## src/rtl/seg7_mux_display_pkg.sv

```systemverilog
// Shared seven-segment types and the hex-to-cathode decode table.
// Cathode patterns are gfedcba, active low.
package seg7_pkg;

  typedef logic [6:0] seg7_t;

  localparam seg7_t SEG_BLANK = 7'h7F;

  function automatic seg7_t hex_to_seg7(input logic [3:0] nibble);
    seg7_t s;
    unique case (nibble)
      4'h0: s = 7'b1000000;
      4'h1: s = 7'b1111001;
      4'h2: s = 7'b0100100;
      4'h3: s = 7'b0110000;
      4'h4: s = 7'b0011001;
      4'h5: s = 7'b0010010;
      4'h6: s = 7'b0000010;
      4'h7: s = 7'b1111000;
      4'h8: s = 7'b0000000;
      4'h9: s = 7'b0010000;
      4'hA: s = 7'b0001000;
      4'hB: s = 7'b0000011;
      4'hC: s = 7'b1000110;
      4'hD: s = 7'b0100001;
      4'hE: s = 7'b0000110;
      default: s = 7'b0001110;
    endcase
    return s;
  endfunction

endpackage

```

## src/rtl/seg7_mux_display_if.sv

```systemverilog
// Load bus carrying the digit word and per-digit masks into the display driver.
interface seg7_mux_display_if #(
  parameter int unsigned NUM_DIGITS = 4
);

  logic [4*NUM_DIGITS-1:0] value_in;
  logic [NUM_DIGITS-1:0]   dp_in;
  logic [NUM_DIGITS-1:0]   blank_in;
  logic                    load;

  modport master (output value_in, output dp_in, output blank_in, output load);
  modport slave  (input  value_in, input  dp_in, input  blank_in, input  load);

endinterface

```

## src/rtl/seg7_mux_display_decoder.sv

```systemverilog
// Combinational hex nibble to active-low seven-segment pattern.
module seg7_hex_decoder
  import seg7_pkg::*;
(
  input  logic [3:0] nibble,
  output seg7_t      seg
);

  always_comb seg = hex_to_seg7(nibble);

endmodule

```

## src/rtl/seg7_mux_display.sv

```systemverilog
// Time-multiplexed N-digit seven-segment driver with double-buffered digit data,
// leading-zero suppression and per-slot PWM brightness.
module seg7_mux_display
  import seg7_pkg::*;
#(
  parameter int unsigned NUM_DIGITS  = 4,
  parameter int unsigned REFRESH_DIV = 100000,
  parameter int unsigned DIM_BITS    = 4
) (
  input  logic                  clk,
  input  logic                  reset,
  seg7_mux_display_if.slave     bus,
  input  logic                  lz_blank,
  input  logic [DIM_BITS-1:0]   brightness,
  output seg7_t                 seg,
  output logic                  dp,
  output logic [NUM_DIGITS-1:0] an,
  output logic                  frame_done
);

  localparam int unsigned PW    = (REFRESH_DIV > 1) ? $clog2(REFRESH_DIV) : 1;
  localparam int unsigned IW    = (NUM_DIGITS > 1) ? $clog2(NUM_DIGITS) : 1;
  localparam int unsigned SLICE = REFRESH_DIV >> DIM_BITS;
  localparam logic [PW-1:0] PRESC_LAST = PW'(REFRESH_DIV - 1);
  localparam logic [IW-1:0] IDX_LAST   = IW'(NUM_DIGITS - 1);

  logic [PW-1:0]           presc;
  logic [IW-1:0]           idx;
  logic [4*NUM_DIGITS-1:0] sh_val, act_val;
  logic [NUM_DIGITS-1:0]   sh_dp, act_dp, sh_blank, act_blank;

  logic                  presc_wrap, frame_wrap;
  logic [NUM_DIGITS-1:0] lz_dark;
  logic                  zero_run;
  logic [3:0]            cur_nib;
  seg7_t                 dec_seg;
  logic                  cur_dark;
  logic [31:0]           on_limit;
  logic                  pwm_on;

  always_comb begin
    presc_wrap = (presc == PRESC_LAST);
    frame_wrap = presc_wrap && (idx == IDX_LAST);
  end

  // Walk from the most significant digit down; a digit is a leading zero
  // while every nibble at or above it is zero. Digit 0 is always shown.
  always_comb begin
    zero_run = 1'b1;
    lz_dark  = '0;
    for (int unsigned i = NUM_DIGITS; i > 0; i--) begin
      zero_run     = zero_run & (act_val[4*(i-1) +: 4] == 4'h0);
      lz_dark[i-1] = lz_blank & zero_run & (i != 1);
    end
  end

  always_comb begin
    cur_nib  = act_val[{idx, 2'b00} +: 4];
    cur_dark = act_blank[idx] | lz_dark[idx];
    on_limit = (32'(brightness) + 32'd1) * SLICE;
    // Last prescaler count is forced dark so the registered anode is high on
    // the first cycle of the next slot while seg switches to the new digit.
    pwm_on   = ((&brightness) || (32'(presc) < on_limit)) && !presc_wrap;
  end

  seg7_hex_decoder u_dec (
    .nibble (cur_nib),
    .seg    (dec_seg)
  );

  always_ff @(posedge clk) begin
    if (reset) begin
      presc     <= '0;
      idx       <= '0;
      sh_val    <= '0;
      sh_dp     <= '0;
      sh_blank  <= '0;
      act_val   <= '0;
      act_dp    <= '0;
      act_blank <= '0;
    end else begin
      presc <= presc_wrap ? '0 : presc + 1'b1;
      if (presc_wrap) idx <= (idx == IDX_LAST) ? '0 : idx + 1'b1;
      if (bus.load) begin
        sh_val   <= bus.value_in;
        sh_dp    <= bus.dp_in;
        sh_blank <= bus.blank_in;
      end
      if (frame_wrap) begin
        act_val   <= bus.load ? bus.value_in : sh_val;
        act_dp    <= bus.load ? bus.dp_in    : sh_dp;
        act_blank <= bus.load ? bus.blank_in : sh_blank;
      end
    end
  end

  always_ff @(posedge clk) begin
    if (reset) begin
      seg        <= SEG_BLANK;
      dp         <= 1'b1;
      an         <= '1;
      frame_done <= 1'b0;
    end else begin
      frame_done <= frame_wrap;
      if (cur_dark) begin
        seg <= SEG_BLANK;
        dp  <= 1'b1;
        an  <= '1;
      end else begin
        seg <= dec_seg;
        dp  <= ~act_dp[idx];
        an  <= pwm_on ? ~(NUM_DIGITS'(1) << idx) : '1;
      end
    end
  end

endmodule

```

## src/flat_wrapper.sv

```systemverilog
// flat-port wrapper written by rule: the top's interface ports become plain ports
module seg7_mux_display_flat import seg7_pkg::*;
#(
  parameter int unsigned NUM_DIGITS  = 4,
  parameter int unsigned REFRESH_DIV = 100000,
  parameter int unsigned DIM_BITS    = 4
)
  (clk, reset, lz_blank, brightness, seg, dp, an, frame_done, bus_value_in, bus_dp_in, bus_blank_in, bus_load);
  seg7_mux_display_if #(.NUM_DIGITS(NUM_DIGITS)) bus_i ();
  input  logic clk;
  input  logic reset;
  input  logic lz_blank;
  input  logic [DIM_BITS-1:0] brightness;
  output seg7_t seg;
  output logic dp;
  output logic [NUM_DIGITS-1:0] an;
  output logic frame_done;
  input wire logic [$bits(bus_i.value_in)-1:0] bus_value_in;
  input wire logic [$bits(bus_i.dp_in)-1:0] bus_dp_in;
  input wire logic [$bits(bus_i.blank_in)-1:0] bus_blank_in;
  input wire logic [$bits(bus_i.load)-1:0] bus_load;
  assign bus_i.value_in = bus_value_in;
  assign bus_i.dp_in = bus_dp_in;
  assign bus_i.blank_in = bus_blank_in;
  assign bus_i.load = bus_load;
  seg7_mux_display #(.NUM_DIGITS(NUM_DIGITS), .REFRESH_DIV(REFRESH_DIV), .DIM_BITS(DIM_BITS)) u_core (.clk(clk), .reset(reset), .bus(bus_i), .lz_blank(lz_blank), .brightness(brightness), .seg(seg), .dp(dp), .an(an), .frame_done(frame_done));
endmodule
```

## config.mk

```make
export PLATFORM = sky130hd
export DESIGN_NAME = seg7_mux_display_flat
export DESIGN_NICKNAME = d
export VERILOG_FILES = /design/src/rtl/seg7_mux_display_pkg.sv /design/src/rtl/seg7_mux_display_if.sv /design/src/rtl/seg7_mux_display_decoder.sv /design/src/rtl/seg7_mux_display.sv /design/src/flat_wrapper.sv
export SDC_FILE = /design/constraint.sdc
export NUM_CORES = 1
export LEC_CHECK = 0
export CORE_AREA = 5 5 105 107
export CTS_BUF_LIST = sky130_fd_sc_hd__clkbuf_2 sky130_fd_sc_hd__clkbuf_4 sky130_fd_sc_hd__clkbuf_8
export CTS_CLUSTER_SIZE = 10
export DETAILED_ROUTE_END_ITERATION = 7
export DIE_AREA = 0 0 110 112
export HOLD_SLACK_MARGIN = 0.1
export RECOVER_POWER = 50
export SETUP_SLACK_MARGIN = 0.3
export SLEW_MARGIN = 20
export SYNTH_ARGS = -nofsm -noshare
export SYNTH_HDL_FRONTEND = slang
export SYNTH_SLANG_ARGS = --single-unit
```

## constraint.sdc

```tcl
create_clock -name clk -period 5.5 [get_ports clk]
set_input_delay 0.825 -clock clk [delete_from_list [all_inputs] [get_ports clk]]
set_output_delay 0.825 -clock clk [all_outputs]
set_load 0.02 [all_outputs]
```

==> results of run 1 <==
[power breakdown]
group / switching, mW / internal [mW] / leakage (nW)
Clock: 0.224 / 0.214 / 0.0977
Combinational: 0.160 / 0.133 / 1.50
Sequential: 0.00552 / 0.594 / 0.653
Total: 0.390 / 0.941 / 2.25
[routing by layer]
layer	share of wire	global-route usage	wire, µm	up-vias
met3	0.045	0.0365	394	12
met4	0.010	0.0324	89	0
li1	-	-	-	1663
met2	0.46	0.235	3990	60
met1	0.49	0.211	4270	1516
met5	0	0	0	-
[worst reg2reg max path, delay by kind of cell, from the launching register on]
family                     cells  cell delay (ns)
AOI/OAI and AO/OA              1             0.27
adders and majority gates      1             0.23
DFF                            1             0.40
and+or+nand+nor                5             2.08
[stage by stage]
step	power [mW]	TNS (ns)	cells	util	hold slack, ns
2_1_floorplan	0.814	0	439	-	0.426
3_3_place_gp	0.890	0	606	0.486	0.445
3_5_place_dp	0.899	-0.000675	606	0.486	0.455
4_1_cts	1.34	0	622	0.506	0.480
5_1_grt	1.41	0	622	0.511	0.507
6_report	1.33	0	622	0.511	0.473
[synthesized netlist by cell type, types with 2 or more instances]
cell type / instances
sky130_fd_sc_hd__o221ai_1: 2
sky130_fd_sc_hd__dfxtp_1: 80
sky130_fd_sc_hd__buf_4: 2
sky130_fd_sc_hd__nor2b_1: 2
sky130_fd_sc_hd__o211ai_1: 6
sky130_fd_sc_hd__mux4_2: 7
sky130_fd_sc_hd__or2_1: 2
sky130_fd_sc_hd__a31oi_1: 4
sky130_fd_sc_hd__nand3_1: 17
sky130_fd_sc_hd__clkbuf_1: 7
sky130_fd_sc_hd__buf_6: 3
sky130_fd_sc_hd__nand2_1: 17
sky130_fd_sc_hd__o21ai_0: 9
sky130_fd_sc_hd__inv_1: 19
sky130_fd_sc_hd__ha_1: 56
sky130_fd_sc_hd__a21o_1: 5
sky130_fd_sc_hd__o22a_1: 23
sky130_fd_sc_hd__a21oi_1: 13
sky130_fd_sc_hd__nor2_1: 55
sky130_fd_sc_hd__o21ai_1: 6
sky130_fd_sc_hd__mux2i_1: 27
sky130_fd_sc_hd__or3_1: 2
sky130_fd_sc_hd__xnor2_1: 11
sky130_fd_sc_hd__xor2_1: 19
sky130_fd_sc_hd__a211oi_1: 3
sky130_fd_sc_hd__buf_2: 6
sky130_fd_sc_hd__nand4_1: 10
sky130_fd_sc_hd__nor4_1: 3
sky130_fd_sc_hd__nand2b_1: 2
sky130_fd_sc_hd__and3_1: 3
[cell type report]
class / instances / share of cell area
multi-input cells: 322 / 0.509
flip-flops and latches: 80 / 0.312
repair buffers: 49 / 0.0923
well taps: 136 / 0.0331
clock buffers: 9 / 0.0241
clock inverters: 7 / 0.0153
inverters: 19 / 0.0139
[state kept, by name (all words and copies together), names as in the netlist, 2 cells and up]
register          cells
u_core.presc         17
u_core.act_val       16
u_core.sh_val        16
u_core.seg            7
u_core.act_blank      4
u_core.act_dp         4
u_core.an             4
u_core.sh_blank       4
u_core.sh_dp          4
u_core.idx            2
[logic make-up (layout without fill, tap and decap cells)]
kind of cell	after synthesis	in the layout	synth area share
AOI/OAI and AO/OA	79	79	0.128
xor gates and xnor gates	30	30	0.0606
adders and majority gates	57	57	0.166
buffers and inverters	37	84	0.0407
DFF	80	80	0.369
muxes	35	35	0.101
other	1	1	0.000865
and+or+nand+nor	120	120	0.133
[worst max path at each step]
stage | startpoint | endpoint | slack [ns] | cells past startpoint
after global placement | brightness[1] | u_core.an[1] | 0.25 | 21
after floorplan | brightness[0] | u_core.an[0] | 0.96 | 20
after global routing | brightness[0] | u_core.an[1] | 0.30 | 22
after CTS | brightness[1] | u_core.an[1] | 0.36 | 21
final | brightness[0] | u_core.an[1] | 0.58 | 22
after detailed placement | brightness[1] | u_core.an[1] | -0.0007 | 21
[repair_timing]
| item | in CTS | in global routing |
|---|---|---|
| endpoints found under the setup margin | 0 | 4 |
| resized for setup | 0 | 10 |
| hold buffers | 0 | 0 |
==> flow_summary.ini, run 1 <==
[clock_network]
post_cts_buffers = 0
cts_max_level = 3
cts_made_buffers = 9
clock_tree.buffer_depth = 2
cts_root_buffer = sky130_fd_sc_hd__clkbuf_8
cts_tree = built
clock_latency_ns = 0.35
clk_pin_slew_ns = 0.08
cts.sink_count = 80

[floorplan]
rows = 37
floorplan.core_area_um2 = 10000
start_util = 0.432
ios = 45
fp.dieH_um = 112
die_width_um = 110
die_area_um2 = 12300

[yosys]
synth_seq_cells = 80
yosys.cell_types.count = 48
synth_area_per_cell_um2 = 9.88
share_of_the_synthesized_area_in_the_top_cell_type = 0.369
synth_sequential_area_ratio = 0.369
number_of_cells_produced_by_synthesis = 439
largest_area_contributor_in_the_netlist = sky130_fd_sc_hd__dfxtp_1
synth_area_leaders = sky130_fd_sc_hd__dfxtp_1 (37%), sky130_fd_sc_hd__ha_1 (16%), sky130_fd_sc_hd__mux2i_1 (6.2%)
syn-cell-area_um2 = 4340
synth.yosys.warnings = 0
postSynth.asyncResetShare = 0
dominantRegCellSynth = sky130_fd_sc_hd__dfxtp_1
synth_fp_nets = 528
number_of_enable_flip_flop_cells_after_synthesis = 0

[job]
max_cap_violations = 1

[place]
detailed_place_hpwl_um = 6780
placement.io_buffers = 44
detailed_place.area_um2 = 4880
place_ws_ns = -0.000675
place.gp.congestion = 0.907

[detailed_routing]
viasPerCell = 5.23
route.detailed.wl_per_inst_um = 14.1
post-route-drc-count = 0
number_of_search_and_repair_iterations_in_the_first_detailed_routing_pass = 4
antenna_violating_nets_post_route = 0
drt_first_iter_violations = 140
wl_um = 8750
detailroute.via_count = 3251

[critical_path]
reg2reg_from = u_core.presc[1]
timing.critical_path.fanout_max = 6
critical_path.endpoint_type = flip-flop
timing.critical_path.slowest_cell_delay_ns = 0.54
worst_path_most_repeated_cell = sky130_fd_sc_hd__ha_1
critical-path-top-delay-family = adder cells
worst-r2r-setup-slack_ns = 2.42
timing.reg2reg.worst_path_depth = 7
worst_r2r_endpoint = u_core.act_dp[2]
criticalPathCategory = input pin to flip-flop
critPathSlowestCell = sky130_fd_sc_hd__clkdlybuf4s50_1
timing.critical_path.buf_inv = 3
crit_required_ns = 5.77
critPathArrivalTime_ns = 5.20
path_cells = clkdlybuf4s50_1 -> buf_4 -> nand3_1 -> xnor2_2 -> buf_4 -> ha_1 -> ha_1 -> ha_1 -> ha_1 -> a21oi_1 -> nand3_1 -> a31oi_4 -> nor2b_1 -> o21ai_1 -> xor2_1 -> ha_1 -> nand4_1 -> nor2_1 -> o21ai_0 -> nand4_1 -> o2111ai_2 -> nand3_1
startpoint_type = input pin

[cells_and_area]
total_area_of_multi_input_combinational_cells_um2 = 2620
fraction_of_layout_cells_with_a_size_suffix_above_1 = 0.0761
ff_latch_area_um2 = 1600
nets = 570
n_fill_cell = 940
insertedDiodeCount = 0
mostFrequentLayoutCell = sky130_fd_sc_hd__dfxtp_1
layout.cell_area.non_filler_um2 = 5140
mostFrequentLayoutCells = sky130_fd_sc_hd__dfxtp_1 (80), sky130_fd_sc_hd__nor2_1 (55), sky130_fd_sc_hd__ha_1 (55)
area_growth_syn_to_layout_pct = 18.5

[global_route]
grt_antenna_before_repair = 0
grt.total_usage = 0.151
total_congestion_overflow = 0
grt_pass1_wl_um = 15000
grt_pass1_vias = 3179
maximum_number_of_pins_on_one_net_before_global_route_repair = 28

[hold_path]
whs_endpoint = u_core.presc[0]
hold_path.class = flip-flop to flip-flop
hold-path-cell-count = 1
min-delay-start = u_core.presc[0]

[timing]
timing.final.crit_share = 0.895
max_slew.worst_pin.slew_ns = 1.73
rel_slew_slack = -0.154
finalClockSkew_ns = 0.0153
setup_viol = 0
post_route_worst_setup_slack_ns = 0.576
finalMaxSlewViolations = 25
hold_viol = 0
clock.fmax_mhz = 203
final.min_clock_period_ns = 4.92
rsz0062_at_grt = no

[pwr]
worst_ir_drop_on_vdd_uv = 109
pwr_density_cell_nw_per_um2 = 259
p_leak_nw = 2.25

[outcome]
violated_checks = max-capacitance violations, max-slew violations
status = finished, violations left
No activity file was read; power rests on OpenSTA's default activity.
==> run 2: changes to the inputs <==
--- a/config.mk
+++ b/config.mk
@@ -5,15 +5,16 @@
 export SDC_FILE = /design/constraint.sdc
 export NUM_CORES = 1
 export LEC_CHECK = 0
-export CORE_AREA = 5 5 105 107
+export CORE_AREA = 5 5 107 109
 export CTS_BUF_LIST = sky130_fd_sc_hd__clkbuf_2 sky130_fd_sc_hd__clkbuf_4 sky130_fd_sc_hd__clkbuf_8
 export CTS_CLUSTER_SIZE = 10
 export DETAILED_ROUTE_END_ITERATION = 7
-export DIE_AREA = 0 0 110 112
+export DIE_AREA = 0 0 112 114
 export HOLD_SLACK_MARGIN = 0.1
 export RECOVER_POWER = 50
 export SETUP_SLACK_MARGIN = 0.3
 export SLEW_MARGIN = 20
 export SYNTH_ARGS = -nofsm -noshare
 export SYNTH_HDL_FRONTEND = slang
+export SYNTH_HIERARCHICAL = 1
 export SYNTH_SLANG_ARGS = --single-unit
==> run 2 against run 1 <==
  * The run still ends with max-capacitance violations, max-slew violations left
  * Synthesized area grew 5.6%
  * Sequential cell count unchanged
  * Cell area grew 4.3%
  * Total power fell by 2.1%
  * First-iteration DRC count rose by 14%
  * Non-clock buffer count up 2
  * Register-to-register slack better by 0.46 ns
  * Largest cell class unchanged
  * Highest routed layer unchanged
==> flow_summary.ini, run 2 <==
[critical_path]
reg2reg_from = u_core/presc[1]
timing.critical_path.fanout_max = 6
timing.critical_path.buf_inv = 3
critical-path-top-delay-family = compound AO/OA/AOI/OAI gates
critical_path.endpoint_type = flip-flop
timing.reg2reg.worst_path_depth = 7
critPathSlowestCell = sky130_fd_sc_hd__clkdlybuf4s50_1
criticalPathCategory = input pin to flip-flop
crit_required_ns = 5.74
path_cells = clkdlybuf4s50_1 -> buf_4 -> nand3_1 -> xor2_2 -> inv_1 -> ha_1 -> xor2_1 -> ha_1 -> ha_1 -> o21a_1 -> a21o_1 -> and3_1 -> a311oi_1 -> ha_1 -> nand4_1 -> a211oi_2 -> a221oi_4 -> o41ai_1
worst_path_most_repeated_cell = sky130_fd_sc_hd__ha_1
startpoint_type = input pin
critPathArrivalTime_ns = 5.21
timing.critical_path.slowest_cell_delay_ns = 0.49
worst-r2r-setup-slack_ns = 2.88
worst_r2r_endpoint = u_core/idx[0]

[yosys]
number_of_enable_flip_flop_cells_after_synthesis = 0
synth_area_per_cell_um2 = 10.1
synth_fp_nets = 542
synth.yosys.warnings = 6
synth_area_leaders = sky130_fd_sc_hd__dfxtp_1 (35%), sky130_fd_sc_hd__ha_1 (15%), sky130_fd_sc_hd__o2bb2ai_2 (6.2%)
synth_seq_cells = 80
share_of_the_synthesized_area_in_the_top_cell_type = 0.350
synth_sequential_area_ratio = 0.350
yosys.cell_count.top_type = sky130_fd_sc_hd__dfxtp_1
postSynth.asyncResetShare = 0
yosys.cell_types.count = 56
syn-cell-area_um2 = 4580
largest_area_contributor_in_the_netlist = sky130_fd_sc_hd__dfxtp_1
synth_common_cells = sky130_fd_sc_hd__dfxtp_1 (80), sky130_fd_sc_hd__ha_1 (56), sky130_fd_sc_hd__nor2_1 (50)
dominantRegCellSynth = sky130_fd_sc_hd__dfxtp_1
number_of_cells_produced_by_synthesis = 453

[cells_and_area]
layout.core_utilization = 0.510
mostFrequentLayoutCell = sky130_fd_sc_hd__dfxtp_1
insertedDiodeCount = 0
registers_with_the_most_flip_flops = u_core/presc: 17 flops, u_core/act_val: 16 flops, u_core/sh_val: 16 flops
flip_flop_count_of_the_largest_register_after_layout = 17
layout.cell_area.non_filler_um2 = 5360
instances_no_fill = 641
mostFrequentLayoutCells = sky130_fd_sc_hd__dfxtp_1 (80), sky130_fd_sc_hd__ha_1 (54), sky130_fd_sc_hd__nor2_1 (50)
area_growth_syn_to_layout_pct = 17.1
nets = 585
largest-register = u_core/presc
fraction_of_layout_cells_with_a_size_suffix_above_1 = 0.120

[pwr]
p_leak_nw = 2.24
totalPowerFinal_mw = 1.30
power_frac_comb = 0.233
pwr_density_cell_nw_per_um2 = 243
worst_ir_drop_on_vdd_uv = 138
internal-power_mw = 0.919
power.switching_fraction = 0.294
clockPowerShare = 0.307
seq_power_share = 0.460
switching_power_mw = 0.383

[clock_network]
cts_root_buffer = sky130_fd_sc_hd__clkbuf_8
cts_made_buffers = 9
clk_pin_slew_ns = 0.08
cts-hold-fix-buffers = 0
cts.sink_count = 80
cts_max_level = 3
clock_latency_ns = 0.35
clock_tree.buffer_depth = 2
cts_tree = built

[floorplan]
floorplan.core_area_um2 = 10500
ios = 45
start_util = 0.436
die_area_um2 = 12800
rows = 38
die_width_um = 112
fp.dieH_um = 114

[global_route]
grt.total_usage = 0.154
maximum_number_of_pins_on_one_net_before_global_route_repair = 31
grt_pass1_vias = 3327
grt_antenna_before_repair = 0
grt_pass1_wl_um = 15900
total_congestion_overflow = 0

[timing]
rel_slew_slack = -0.0667
post_route_worst_setup_slack_ns = 0.532
max_slew.worst_pin.slew_ns = 1.60
timing.final.crit_share = 0.903
setup_viol = 0
final.min_clock_period_ns = 4.97
timing.hold.ws_ns = 0.441
finalMaxSlewViolations = 57
finalClockSkew_ns = 0.0150
tns_ns = 0
clock.fmax_mhz = 201
rsz0062_at_grt = no
hold_viol = 0

[detailed_routing]
drt_first_iter_violations = 159
viasPerCell = 5.27
route.detailed.wl_per_inst_um = 14.8
antenna_violating_nets_post_route = 0
wl_um = 9480
post-route-drc-count = 0
number_of_search_and_repair_iterations_in_the_first_detailed_routing_pass = 5
detailroute.via_count = 3376

[place]
place_ws_ns = -0.123
detailed_place.area_um2 = 5130
place.gp.congestion = 0.830
placed_cells_incl_taps = 625
detailed_place_hpwl_um = 6940
placement.io_buffers = 44

[job]
max_cap_violations = 2

[outcome]
violated_checks = max-capacitance violations, max-slew violations
status = finished, violations left

[hold_path]
whs_endpoint = u_core/presc[0]
hold-path-cell-count = 1
hold_path.class = flip-flop to flip-flop
min-delay-start = u_core/presc[0]
## run 2: cell types whose count changed after synthesis, moves of 6 or more
cell,delta
sky130_fd_sc_hd__o22a_1,-23
sky130_fd_sc_hd__o2bb2ai_2,+19
sky130_fd_sc_hd__inv_1,+9
sky130_fd_sc_hd__nand3_1,-8
sky130_fd_sc_hd__nand4_1,-6
sky130_fd_sc_hd__o21ai_1,-6
## run 2: worst max-delay path by stage
stage	start	to	slack, ns	cells after the start
4_1_cts	brightness[1]	u_core/an[2]	0.42	19
5_1_grt	brightness[0]	u_core/an[2]	0.30	20
3_5_place_dp	brightness[1]	u_core/an[2]	-0.12	19
6_report	brightness[0]	u_core/an[2]	0.53	18
3_3_place_gp	brightness[1]	u_core/an[3]	0.11	19
2_1_floorplan	brightness[0]	u_core/an[0]	0.83	19
## run 2: final cells by class
type                       count  area [µm²]
sequential                    80        1600
clock inverter                 4        27.5
clock buffer                  12         153
fill                         957        5150
tap                          140         175
multi-input combinational    326        2820
timing repair buffer          51         482
inverter                      28         105
## run 2: power groups by stage
| stage | logic [mW] | registers [mW] | clock network, mW |
|---|---|---|---|
| 3_5_place_dp | 0.289 | 0.612 | 0 |
| 6_report | 0.303 | 0.599 | 0.400 |
| 5_1_grt | 0.341 | 0.600 | 0.445 |
| 4_1_cts | 0.292 | 0.599 | 0.416 |
| 3_3_place_gp | 0.284 | 0.612 | 0 |
| 2_1_floorplan | 0.202 | 0.615 | 0 |
## run 2: what timing repair did
| action | in CTS | in global routing |
|---|---|---|
| endpoints found under the hold margin | 0 | 0 |
| gates resized for setup | 1 | 8 |
| setup buffers | 0 | 0 |
| setup endpoints to repair | 4 | 4 |
| pin swaps | 0 | 2 |
## run 2: cells by family (layout without fill, tap and decap cells)
logic type / Yosys count / in the layout / synth area share
AO/OA/AOI/OAI: 78 / 78 / 0.152
XOR/XNOR: 28 / 28 / 0.0536
adder cells (fa/ha/maj): 57 / 57 / 0.157
buffers and inverters: 47 / 95 / 0.0484
flip-flops: 80 / 80 / 0.350
multiplexers: 36 / 36 / 0.0989
other: 1 / 1 / 0.000819
AND/OR/NAND/NOR: 126 / 126 / 0.139
## run 2: metal layers
layer	routed length, µm	up-vias	GRT usage
li1	-	1712	-
met1	4620	1591	0.204
met2	4440	60	0.251
met3	284	13	0.0281
met4	136	0	0.0593
met5	0	-	0
